## config.mk

```make
export PLATFORM = sky130hd
export DESIGN_NAME = decode_stage
export DESIGN_NICKNAME = d
export VERILOG_FILES = /design/src/rtl/decode_stage.sv
export SDC_FILE = /design/constraint.sdc
export NUM_CORES = 1
export LEC_CHECK = 0
export ABC_AREA = 0
export ABC_CLOCK_PERIOD_IN_PS = 2500
export CORE_AREA = 3 3 153 155
export DETAILED_ROUTE_END_ITERATION = 16
export DIE_AREA = 0 0 156 158
export DONT_BUFFER_PORTS = 1
export PLACE_DENSITY = 0.62
export SLEW_MARGIN = 25
export SYNTH_ARGS = -nofsm -noshare
export SYNTH_HDL_FRONTEND = slang
export SYNTH_HIERARCHICAL = 1
export SYNTH_SLANG_ARGS = --single-unit
```

## constraint.sdc

```tcl
create_clock -name clk -period 2.5 [get_ports clk]
set_input_delay 0.5 -clock clk [delete_from_list [all_inputs] [get_ports clk]]
set_output_delay 0.5 -clock clk [all_outputs]
set_load 0.005 [all_outputs]
```

## src/rtl/decode_stage.sv

```systemverilog
// decode_stage: RV32I decode with a registered ID/EX output slot.
//
// One instruction is offered per cycle from fetch (in_valid/in_ready). The
// stage drives register-file read addresses combinationally from in_inst,
// selects operands (optionally forwarding the writeback port), builds the
// sign-extended immediate, flags illegal encodings and registers the result
// into a single output slot (out_valid/out_ready). While the slot is stalled,
// writebacks to the held source registers refresh the held operands.
//
// Ports
//   clk, rst_n             clock, async active-low reset
//   in_valid/in_ready      fetch handshake; in_inst, in_pc offered word/address
//   rs1_addr, rs2_addr     register-file read addresses (combinational)
//   rs1_rdata, rs2_rdata   register-file read data (same cycle)
//   wb_wen/wb_addr/wb_data writeback port, observed for forwarding
//   flush                  drop held and offered instruction
//   out_valid/out_ready    execute handshake
//   out_*                  decoded fields of the held instruction

// Per-source operand select: x0 reads zero, then forwarded writeback, then rdata.
module operand_sel #(
  parameter int XLEN      = 32,
  parameter bit BYPASS_EN = 1'b1
) (
  input  logic [4:0]      addr,
  input  logic [XLEN-1:0] rdata,
  input  logic            wb_wen,
  input  logic [4:0]      wb_addr,
  input  logic [XLEN-1:0] wb_data,
  output logic [XLEN-1:0] data
);
  always_comb begin
    if (addr == 5'd0)                                  data = '0;
    else if (BYPASS_EN && wb_wen && (wb_addr == addr)) data = wb_data;
    else                                               data = rdata;
  end
endmodule

module decode_stage #(
  parameter int XLEN      = 32,
  parameter bit BYPASS_EN = 1'b1
) (
  input  logic            clk,
  input  logic            rst_n,
  input  logic            in_valid,
  output logic            in_ready,
  input  logic [31:0]     in_inst,
  input  logic [XLEN-1:0] in_pc,
  output logic [4:0]      rs1_addr,
  output logic [4:0]      rs2_addr,
  input  logic [XLEN-1:0] rs1_rdata,
  input  logic [XLEN-1:0] rs2_rdata,
  input  logic            wb_wen,
  input  logic [4:0]      wb_addr,
  input  logic [XLEN-1:0] wb_data,
  input  logic            flush,
  output logic            out_valid,
  input  logic            out_ready,
  output logic [XLEN-1:0] out_pc,
  output logic [6:0]      out_opcode,
  output logic [2:0]      out_funct3,
  output logic [6:0]      out_funct7,
  output logic [XLEN-1:0] out_rs1_data,
  output logic [XLEN-1:0] out_rs2_data,
  output logic [XLEN-1:0] out_imm,
  output logic [4:0]      out_rd_addr,
  output logic            out_rd_wen,
  output logic            out_illegal
);
  localparam int NSRC = 2;

  localparam logic [6:0] OPC_OPIMM  = 7'b0010011;
  localparam logic [6:0] OPC_OP     = 7'b0110011;
  localparam logic [6:0] OPC_BRANCH = 7'b1100011;
  localparam logic [6:0] OPC_JAL    = 7'b1101111;
  localparam logic [6:0] OPC_JALR   = 7'b1100111;
  localparam logic [6:0] OPC_LUI    = 7'b0110111;
  localparam logic [6:0] OPC_AUIPC  = 7'b0010111;
  localparam logic [6:0] F7_ZERO    = 7'b0000000;
  localparam logic [6:0] F7_ALT     = 7'b0100000;

  // ---------------- combinational decode ----------------
  logic [6:0] opcode, funct7;
  logic [2:0] funct3;
  logic [4:0] rd;
  logic is_opimm, is_op, is_branch, is_jal, is_jalr, is_lui, is_auipc;
  logic legal, rs1_used, rs2_used, rd_used;
  logic [31:0] imm32;

  assign opcode = in_inst[6:0];
  assign funct3 = in_inst[14:12];
  assign funct7 = in_inst[31:25];
  assign rd     = in_inst[11:7];

  assign is_opimm  = (opcode == OPC_OPIMM);
  assign is_op     = (opcode == OPC_OP);
  assign is_branch = (opcode == OPC_BRANCH);
  assign is_jal    = (opcode == OPC_JAL);
  assign is_jalr   = (opcode == OPC_JALR);
  assign is_lui    = (opcode == OPC_LUI);
  assign is_auipc  = (opcode == OPC_AUIPC);

  assign rs1_used = is_opimm | is_op | is_branch | is_jalr;
  assign rs2_used = is_op | is_branch;
  assign rd_used  = is_opimm | is_op | is_jal | is_jalr | is_lui | is_auipc;

  always_comb begin
    legal = 1'b0;
    if (is_opimm) begin
      // Shift immediates reuse funct7 as an encoding field.
      if (funct3 == 3'b001)      legal = (funct7 == F7_ZERO);
      else if (funct3 == 3'b101) legal = (funct7 == F7_ZERO) || (funct7 == F7_ALT);
      else                       legal = 1'b1;
    end else if (is_op) begin
      legal = (funct7 == F7_ZERO) ||
              ((funct7 == F7_ALT) && ((funct3 == 3'b000) || (funct3 == 3'b101)));
    end else if (is_branch) begin
      legal = (funct3 != 3'b010) && (funct3 != 3'b011);
    end else if (is_jalr) begin
      legal = (funct3 == 3'b000);
    end else if (is_jal || is_lui || is_auipc) begin
      legal = 1'b1;
    end
  end

  // Immediate built at 32 bits; bit 31 is always the sign for the later widening.
  always_comb begin
    imm32 = '0;
    if (is_opimm && ((funct3 == 3'b001) || (funct3 == 3'b101)))
      imm32 = {27'd0, in_inst[24:20]};
    else if (is_opimm || is_jalr)
      imm32 = {{20{in_inst[31]}}, in_inst[31:20]};
    else if (is_branch)
      imm32 = {{19{in_inst[31]}}, in_inst[31], in_inst[7], in_inst[30:25], in_inst[11:8], 1'b0};
    else if (is_jal)
      imm32 = {{11{in_inst[31]}}, in_inst[31], in_inst[19:12], in_inst[20], in_inst[30:21], 1'b0};
    else if (is_lui || is_auipc)
      imm32 = {in_inst[31:12], 12'd0};
  end

  assign rs1_addr = rs1_used ? in_inst[19:15] : 5'd0;
  assign rs2_addr = rs2_used ? in_inst[24:20] : 5'd0;

  // ---------------- operand select ----------------
  logic [NSRC-1:0][4:0]      src_addr;
  logic [NSRC-1:0][XLEN-1:0] src_rdata, src_data;

  assign src_addr  = {rs2_addr, rs1_addr};
  assign src_rdata = {rs2_rdata, rs1_rdata};

  for (genvar s = 0; s < NSRC; s++) begin : g_src
    operand_sel #(.XLEN(XLEN), .BYPASS_EN(BYPASS_EN)) u_sel (
      .addr    (src_addr[s]),
      .rdata   (src_rdata[s]),
      .wb_wen  (wb_wen),
      .wb_addr (wb_addr),
      .wb_data (wb_data),
      .data    (src_data[s])
    );
  end

  // ---------------- handshake ----------------
  logic capture, stall;

  assign in_ready = !flush && (!out_valid || out_ready);
  assign capture  = in_valid && in_ready;
  assign stall    = out_valid && !out_ready;

  // ---------------- output slot ----------------
  logic [NSRC-1:0][4:0]      held_addr;
  logic [NSRC-1:0][XLEN-1:0] held_data;

  assign out_rs1_data = held_data[0];
  assign out_rs2_data = held_data[1];

  always_ff @(posedge clk or negedge rst_n) begin
    if (!rst_n) begin
      out_valid   <= 1'b0;
      out_pc      <= '0;
      out_opcode  <= '0;
      out_funct3  <= '0;
      out_funct7  <= '0;
      out_imm     <= '0;
      out_rd_addr <= '0;
      out_rd_wen  <= 1'b0;
      out_illegal <= 1'b0;
      held_addr   <= '0;
      held_data   <= '0;
    end else if (flush) begin
      out_valid <= 1'b0;
    end else if (capture) begin
      out_valid   <= 1'b1;
      out_pc      <= in_pc;
      out_opcode  <= opcode;
      out_illegal <= !legal;
      if (legal) begin
        out_funct3  <= funct3;
        out_funct7  <= funct7;
        out_imm     <= XLEN'($signed(imm32));
        out_rd_addr <= rd_used ? rd : 5'd0;
        out_rd_wen  <= rd_used && (rd != 5'd0);
        held_addr   <= src_addr;
        held_data   <= src_data;
      end else begin
        // Zeroed held addresses also keep an illegal slot out of refresh.
        out_funct3  <= '0;
        out_funct7  <= '0;
        out_imm     <= '0;
        out_rd_addr <= '0;
        out_rd_wen  <= 1'b0;
        held_addr   <= '0;
        held_data   <= '0;
      end
    end else if (out_ready) begin
      out_valid <= 1'b0;
    end else if (stall && BYPASS_EN) begin
      // Held operands track writebacks so execute never sees stale data.
      for (int s = 0; s < NSRC; s++) begin
        if (wb_wen && (held_addr[s] != 5'd0) && (wb_addr == held_addr[s]))
          held_data[s] <= wb_data;
      end
    end
  end
endmodule

```

After elaboration in Yosys (flattened, before gate mapping)
Index checks and enable logic that the tools add are counted.
Widths: inputs -> output; s select.
{"block": "op_classes", "eq_ne": 17, "bitwise_logic": 9, "muxes": 34, "n_reduce_logical": 40}
{"operator": "$mux 32", "n": 12}
{"operator": "$mux 64", "n": 4}
{"operator": "$eq 7x6->1 const B", "n": 3}
{"operator": "$eq 7x7->1 const B", "n": 3}
{"operator": "$eq 5x5->1", "n": 4}
{"operator": "$mux 5", "n": 4}
{"operator": "$reduce_bool 5->1", "n": 3}
{"operator": "$eq 7x5->1 const B", "n": 2}
{"operator": "$logic_and 1x1->1", "n": 13}
{"operator": "$mux 1", "n": 11}
{"operator": "$logic_not 5->1", "n": 2}
{"operator": "$mux 10", "n": 1}
{"operator": "$logic_or 1x1->1", "n": 9}
{"operator": "$or 1x1->1", "n": 8}
{"operator": "$reduce_and 4->1", "n": 2}
{"operator": "$logic_not 7->1", "n": 1}
{"operator": "$mux 7", "n": 1}
{"operator": "$ne 3x2->1 const B", "n": 2}
{"operator": "$reduce_bool 2->1", "n": 3}
{"operator": "$logic_not 1->1", "n": 4}
{"operator": "$eq 3x1->1 const B", "n": 1}
{"operator": "$eq 3x3->1 const B", "n": 1}
{"operator": "$logic_not 3->1", "n": 1}
{"operator": "$mux 3", "n": 1}
{"operator": "other kinds (4)", "n": 4}
{"block": "word_totals", "regBits": 163, "wordCells": 113, "output_inout_bits": 164}

Longest topological paths before layout
Gate-level depths: netlist of run 1.
{"block": "depth", "word_depth": 11, "mapped_depth": 13}

Hierarchy
The synthesis of run 1 kept the hierarchy.
{"mod": "decode_stage", "seq_area_each_um2": 4078.9, "area_each_um2": 7528.5, "cells_per_inst": 723, "n_inst": 1}
{"mod": "operand_sel", "seq_area_each_um2": 0.0, "area_each_um2": 645.6, "cells_per_inst": 123, "n_inst": 2}

Least setup slack after synthesis of run 1
Ideal clock, no wire load.
{"block": "synth_path", "path_type": "input-to-reg", "startpoint": "input port in_inst[2]", "endpoint": "register held_data (netlist bit out_rs2_data[30])", "path_buffers": 2, "arrival_time_ns": 2.699, "cell_stages": 12, "setup_time_ns": 0.142, "setup_slack_ns": -0.341, "cell_sequence": "or2_1 clkbuf_1 nor3_1 a21o_1 and2_1 xor2_1 nor4_4 and2_1 buf_4 o21ai_0 o211ai_1 a31oi_1"}
{"element": "from (decl)", "line_no": "47", "text": "input logic [31:0] in_inst,"}
{"element": "to (signal assigned)", "line_no": "203", "text": "held_data <= src_data;"}
{"element": "to (signal, indexed assignment)", "line_no": "220", "text": "held_data[s] <= wb_data;"}
{"element": "to (decl)", "line_no": "171", "text": "logic [NSRC-1:0][XLEN-1:0] held_data;"}

==> flow_metrics.py, run 1 <==
metrics = {
    "outcome": {
        "status": "finished, violations left",
        "violations": "hold timing",
    },
    "synthesis": {
        "yosys_warnings": 6,
        "synth.most_common_cell": "dfrtp_1",
        "async_reset_ff_share_pct": 100,
        "synth_nets": 1140,
        "yosysTopAreaCell": "dfrtp_1",
        "synthCells": 969,
        "syn_area_um2": 8820,
        "netlist_top_cells_count": "dfrtp_1 (163), nand2_1 (145), clkbuf_1 (66)",
        "ys_seq_elements": 163,
        "ys.flop_type": "dfrtp_1",
        "ys_top_cells_by_area": "dfrtp_1 (46%), nand2_1 (6.2%), o211ai_1 (5.5%)",
        "synth_top_area_share_pct": 46.2,
        "synth_edf_count": 0,
        "synth.distinct_cells": 47,
        "postSynthAreaPerCell_um2": 9.10,
        "seq_area_frac_synth_pct": 46.2,
    },
    "clocking": {
        "htree_levels": 4,
        "cts_buffers": 17,
        "path_clk_slew_ns": 0.07,
        "clock_latency_ns": 0.43,
        "cts_tree": "yes",
        "cts-root-buf": "clkbuf_16",
        "clock_sinks": 163,
        "clockBufferDepth": 2,
    },
    "final_layout": {
        "syn2layout_area_growth_pct": 18.6,
        "antennaDiodeCount": 0,
        "drive_gt1_share_pct": 19.6,
        "fin_util_pct": 47.6,
        "final_cells": 1271,
        "fin_nets": 1149,
    },
    "timing": {
        "skew_ns": 0.0131,
        "final_max_slew_viol_count": 0,
        "post-route-min-period_ns": 2.34,
        "finalHoldWorstSlack_ns": -0.225,
        "final.setup.tns_ns": 0,
        "setup_viol": 0,
        "max_slew.worst_pin.slew_ns": 0.518,
        "slew_headroom_pct": 65.5,
        "fmax_mhz": 427,
        "hold_violations": 163,
        "finalWorstSetupSlack_ns": 0.160,
        "timing.final.crit_share_pct": 93.6,
    },
    "die": {
        "die_w_um": 156,
        "rows": 54,
        "fp.coreArea_um2": 22000,
        "die-area_um2": 24600,
        "ioPinCount": 335,
        "initial_core_util_pct": 40.2,
        "die_y_um": 158,
    },
    "detailed_routing": {
        "postRouteAntennaNets": 0,
        "wl_um": 31700,
        "drt_first_pass_iters": 5,
        "wl_per_cell_um": 24.9,
        "vias": 7954,
        "viasPerCell": 6.26,
        "initialDrtViolationCount": 692,
        "drc_errors": 0,
    },
    "power": {
        "cellPowerDensity_nw_per_um2": 654,
        "leakage_nw": 4.08,
        "ir_drop_mv": 0.436,
    },
    "global_routing": {
        "grt_pass1_vias": 7683,
        "grt_max_degree": 164,
        "grt.total_usage_pct": 24.8,
        "antenna_found_initial": 1,
        "grt_pass1_wl_um": 47500,
        "overflow": 0,
    },
    "critical_path": {
        "r2r_slack_ns": 0.42,
        "crit_type": "input port to flip-flop",
        "crit_chain": "or2_4 -> or3_4 -> o31ai_4 -> and2_4 -> xor2_2 -> nor4_4 -> buf_4 -> and2_4 -> buf_12 -> o21ai_1 -> o211ai_1 -> a31oi_1",
        "cp-start-kind": "input port",
        "cpMaxStageDelayCell": "or3_4",
        "end_kind": "flip-flop",
        "crit_required_ns": 2.79,
        "crit_arrival_ns": 2.63,
        "cp_slowest_stage_delay_ns": 0.36,
        "r2r_cells": 8,
        "r2r-end": "out_rs2_data[28]",
        "cp_max_fo": 12,
        "r2r_start": "out_valid",
        "crit_path_frequent_cell": "and2_4",
    },
    "place": {
        "gp_congestion": 0.905,
        "hpwlAfterDp_um": 22500,
        "portBuffers": 0,
        "pre_cts_ws_ns": -0.375,
        "dp.cells": 1236,
    },
    "min_path": {
        "min_path_type": "input port to asynchronous set/reset pin",
    },
    "flow_run": {
        "cap_viol_max_count": 0,
    },
}
power by group:
part / switching (mW) / leakage, nW / internal [mW]
Clock: 1.20 / 0.324 / 1.74
Combinational: 0.374 / 1.74 / 0.327
Sequential: 0.274 / 2.01 / 2.93
Total: 1.85 / 4.08 / 5.00
what timing repair did:
action	in CTS	in global routing
setup endpoints to repair	0	50
buffers inserted	0	3
resized for setup	0	5
endpoints found under the hold margin	163	163
cell families after synthesis:
| family | Yosys count | synth area share, % |
|---|---|---|
| buffers and inverters | 103 | 5.29 |
| muxes | 39 | 4.98 |
| xor gates and xnor gates | 19 | 1.89 |
| AOI/OAI and AO/OA | 344 | 25.1 |
| DFF | 163 | 46.2 |
| and+or+nand+nor | 301 | 16.5 |
placed cells by master (no fill, tap or decap), types with 24 or more instances in the layout:
cell type | Yosys | final
a21oi_1 | 58 | 58
a22o_1 | 24 | 24
a31oi_1 | 64 | 64
buf_4 | 15 | 65
dfrtp_1 | 163 | 163
mux2_2 | 39 | 39
nand2_1 | 145 | 143
nand4_1 | 65 | 65
nor2_1 | 41 | 40
o211ai_1 | 65 | 65
o21ai_0 | 64 | 44
o21ai_1 | 31 | 50
critical path: cells and delay by family:
| family | cells | cell delay (ns) |
|---|---|---|
| buffers and inverters | 2 | 0.34 |
| XOR/XNOR | 1 | 0.08 |
| AO/OA/AOI/OAI | 4 | 0.36 |
| AND/OR/NAND/NOR | 5 | 1.36 |
routing by layer:
| metal | global-route usage, % | part of all wire (%) | vias to the layer above |
|---|---|---|---|
| li1 | - | - | 3631 |
| met1 | 30.6 | 38 | 3824 |
| met2 | 39.8 | 47 | 442 |
| met3 | 9.60 | 12 | 55 |
| met4 | 9.00 | 2.8 | 2 |
| met5 | 0 | 0.022 | - |
stage by stage:
stage | instance area [um2] | power, mW
2_1_floorplan | 8950 | 3.67
3_3_place_gp | 9760 | 3.93
5_1_grt | 10500 | 7.12
4_1_cts | 10400 | 6.91
6_report | 10500 | 6.84
3_5_place_dp | 9760 | 3.95
flip-flops by register name (all words and copies together), names as in the netlist, 5 cells and up:
signal and cells:
held_addr 10, out_rs2_data 32, out_imm 32, out_opcode 7, out_pc 32, out_rd_addr 5
out_rs1_data 32, out_funct7 7
how the worst max path moves through the flow:
stage	start	end	cells after the start
2_1_floorplan	in_inst[2]	out_rs1_data[30]	12
3_3_place_gp	in_inst[2]	out_rs1_data[8]	12
3_5_place_dp	in_inst[2]	out_rs1_data[4]	12
4_1_cts	in_inst[2]	out_rs1_data[7]	12
5_1_grt	in_inst[4]	out_rs2_data[28]	12
6_report	in_inst[2]	out_rs1_data[16]	12
area by class of cell:
class	count	area [um2]
Tap cell	280	350
Clock buffer	18	439
Sequential cell	163	4080
Fill cell	2067	11500
Clock inverter	14	214
Multi-Input combinational cell	703	4410
Timing Repair Buffer	89	951
Inverter	4	15.0
Note: power is estimated with default switching activity, not from simulation.
==> inputs of run 2 (changes only) <==
- CTS_CLUSTER_SIZE: default -> 16
- SETUP_SLACK_MARGIN: default -> 0.2
==> run 2 against run 1 <==
Compared with the run above:
- the run still ends with hold timing left
- total power is 0.38% higher
- core utilization up 1.2 points
- sequential share of layout area is 0.93 points lower
- hold slack lost 0.0040 ns
- critical path depth is the same
- flip-flop and latch count did not move
- die area unchanged
- clock power hardly changed
- global-route usage up 0.093 points
- largest cell class unchanged
- highest routed layer unchanged
==> flow_metrics.py, run 2 (synthesis results as in run 1) <==
metrics = {
    "die": {
        "rows": 54,
        "ioPinCount": 335,
        "fp.coreArea_um2": 22000,
        "initial_core_util_pct": 40.2,
        "die_y_um": 158,
        "die_w_um": 156,
        "die-area_um2": 24600,
    },
    "clocking": {
        "htree_levels": 4,
        "cts-root-buf": "clkbuf_16",
        "path_clk_slew_ns": 0.07,
        "cts_buffers": 17,
        "clockBufferDepth": 2,
        "clock_latency_ns": 0.43,
        "clock_sinks": 163,
        "cts_tree": "yes",
    },
    "timing": {
        "final_max_slew_viol_count": 0,
        "setup_viol": 0,
        "max_slew.worst_pin.slew_ns": 0.527,
        "slew_headroom_pct": 64.9,
        "final.setup.tns_ns": 0,
        "timing.final.crit_share_pct": 96.8,
        "post-route-min-period_ns": 2.42,
        "finalHoldWorstSlack_ns": -0.229,
        "fmax_mhz": 413,
        "skew_ns": 0.0136,
        "rsz0062_at_grt": "yes",
        "hold_violations": 163,
    },
    "power": {
        "cellPowerDensity_nw_per_um2": 641,
        "total_power_mw": 6.87,
        "leakage_nw": 4.19,
        "ir_drop_mv": 0.436,
    },
    "critical_path": {
        "crit_required_ns": 2.79,
        "r2r_start": "out_valid",
        "r2r-end": "out_rs2_data[23]",
        "r2r_slack_ns": 0.45,
        "cp-start-kind": "input port",
        "crit_type": "input port to flip-flop",
        "end_kind": "flip-flop",
        "r2r_cells": 8,
        "cp_max_fo": 12,
        "crit_arrival_ns": 2.71,
    },
    "global_routing": {
        "grt_pass1_wl_um": 47600,
        "antenna_found_initial": 1,
        "grt_max_degree": 164,
        "overflow": 0,
        "grt.total_usage_pct": 24.9,
        "grt_pass1_vias": 7696,
    },
    "detailed_routing": {
        "drc_errors": 0,
        "drt_first_pass_iters": 6,
        "wl_um": 32500,
        "initialDrtViolationCount": 743,
        "postRouteAntennaNets": 0,
        "wl_per_cell_um": 25.4,
        "vias": 8138,
        "viasPerCell": 6.35,
    },
    "outcome": {
        "violations": "hold timing",
        "status": "finished, violations left",
    },
    "final_layout": {
        "multi_input_area_um2": 4510,
        "fin_util_pct": 48.8,
        "register_area_um2": 4080,
        "antennaDiodeCount": 0,
        "final_cell_mix": "dfrtp_1 (163), nand2_1 (143), buf_4 (66)",
        "drive_gt1_share_pct": 22.5,
        "fillers": 2049,
        "fin_nets": 1159,
        "syn2layout_area_growth_pct": 21.5,
        "layout_commonest_cell": "dfrtp_1",
        "final_cells": 1281,
    },
    "min_path": {
        "min_path_type": "input port to asynchronous set/reset pin",
    },
    "place": {
        "gp_congestion": 0.905,
        "dp.cells": 1236,
        "portBuffers": 0,
        "hpwlAfterDp_um": 22500,
    },
    "flow_run": {
        "cap_viol_max_count": 0,
    },
}
[run 2: what timing repair did]
| item | in CTS | in global routing |
|---|---|---|
| setup endpoints to repair | 61 | 64 |
| gates cloned | 0 | 5 |
| endpoints found under the hold margin | 163 | 163 |
| pin swaps | 8 | 50 |
| setup buffers | 4 | 4 |
| gates resized for setup | 6 | 37 |
[run 2: stage by stage]
stage,cell area (um2),worst slack (ns)
detailed placement,9760,-0.375
global route,10700,-0.0127
finish,10700,0.0805
CTS,10500,0.149
floorplan,8950,-0.179
global placement,9760,-0.324
[run 2: worst max path at each step]
stage / slack (ns) / cells past startpoint / end / from
floorplan: -0.18 / 12 / out_rs1_data[30] / in_inst[2]
global placement: -0.32 / 12 / out_rs1_data[8] / in_inst[2]
detailed placement: -0.37 / 12 / out_rs1_data[4] / in_inst[2]
CTS: 0.15 / 12 / out_rs1_data[11] / in_inst[2]
global route: -0.01 / 12 / out_rs1_data[21] / in_inst[2]
finish: 0.08 / 12 / out_rs1_data[4] / in_inst[2]
[run 2: layout make-up]
type                    count  area share (%)
multi-input cells         704            42.1
inverters                   4           0.140
repair buffers             98            10.3
clock buffers              18            4.10
well taps                 280            3.27
clock inverters            14            2.00
flip-flops and latches    163            38.1
[run 2: routing by layer]
metal	global-route usage (%)	vias to the layer above	wire, um
met5	0	-	20
met4	9.34	2	897
met3	9.79	63	3890
met2	39.9	483	15600
met1	30.5	3943	12100
li1	-	3647	-
[run 2: critical path: stages]
cell and delay [ns]:
or2_4 0.26, or3_4 0.35, o31ai_4 0.10, and2_4 0.23, xor2_4 0.07, nor4_4 0.34
buf_6 0.19, and2_4 0.24, buf_6 0.16, o21ai_1 0.07, o211ai_1 0.08, a31oi_1 0.10
[run 2: power breakdown]
part	switching [mW]	internal [mW]	leakage [nW]
combinational	0.384	0.338	1.86
sequential	0.274	2.93	2.01
clock	1.20	1.74	0.324
total	1.86	5.01	4.19
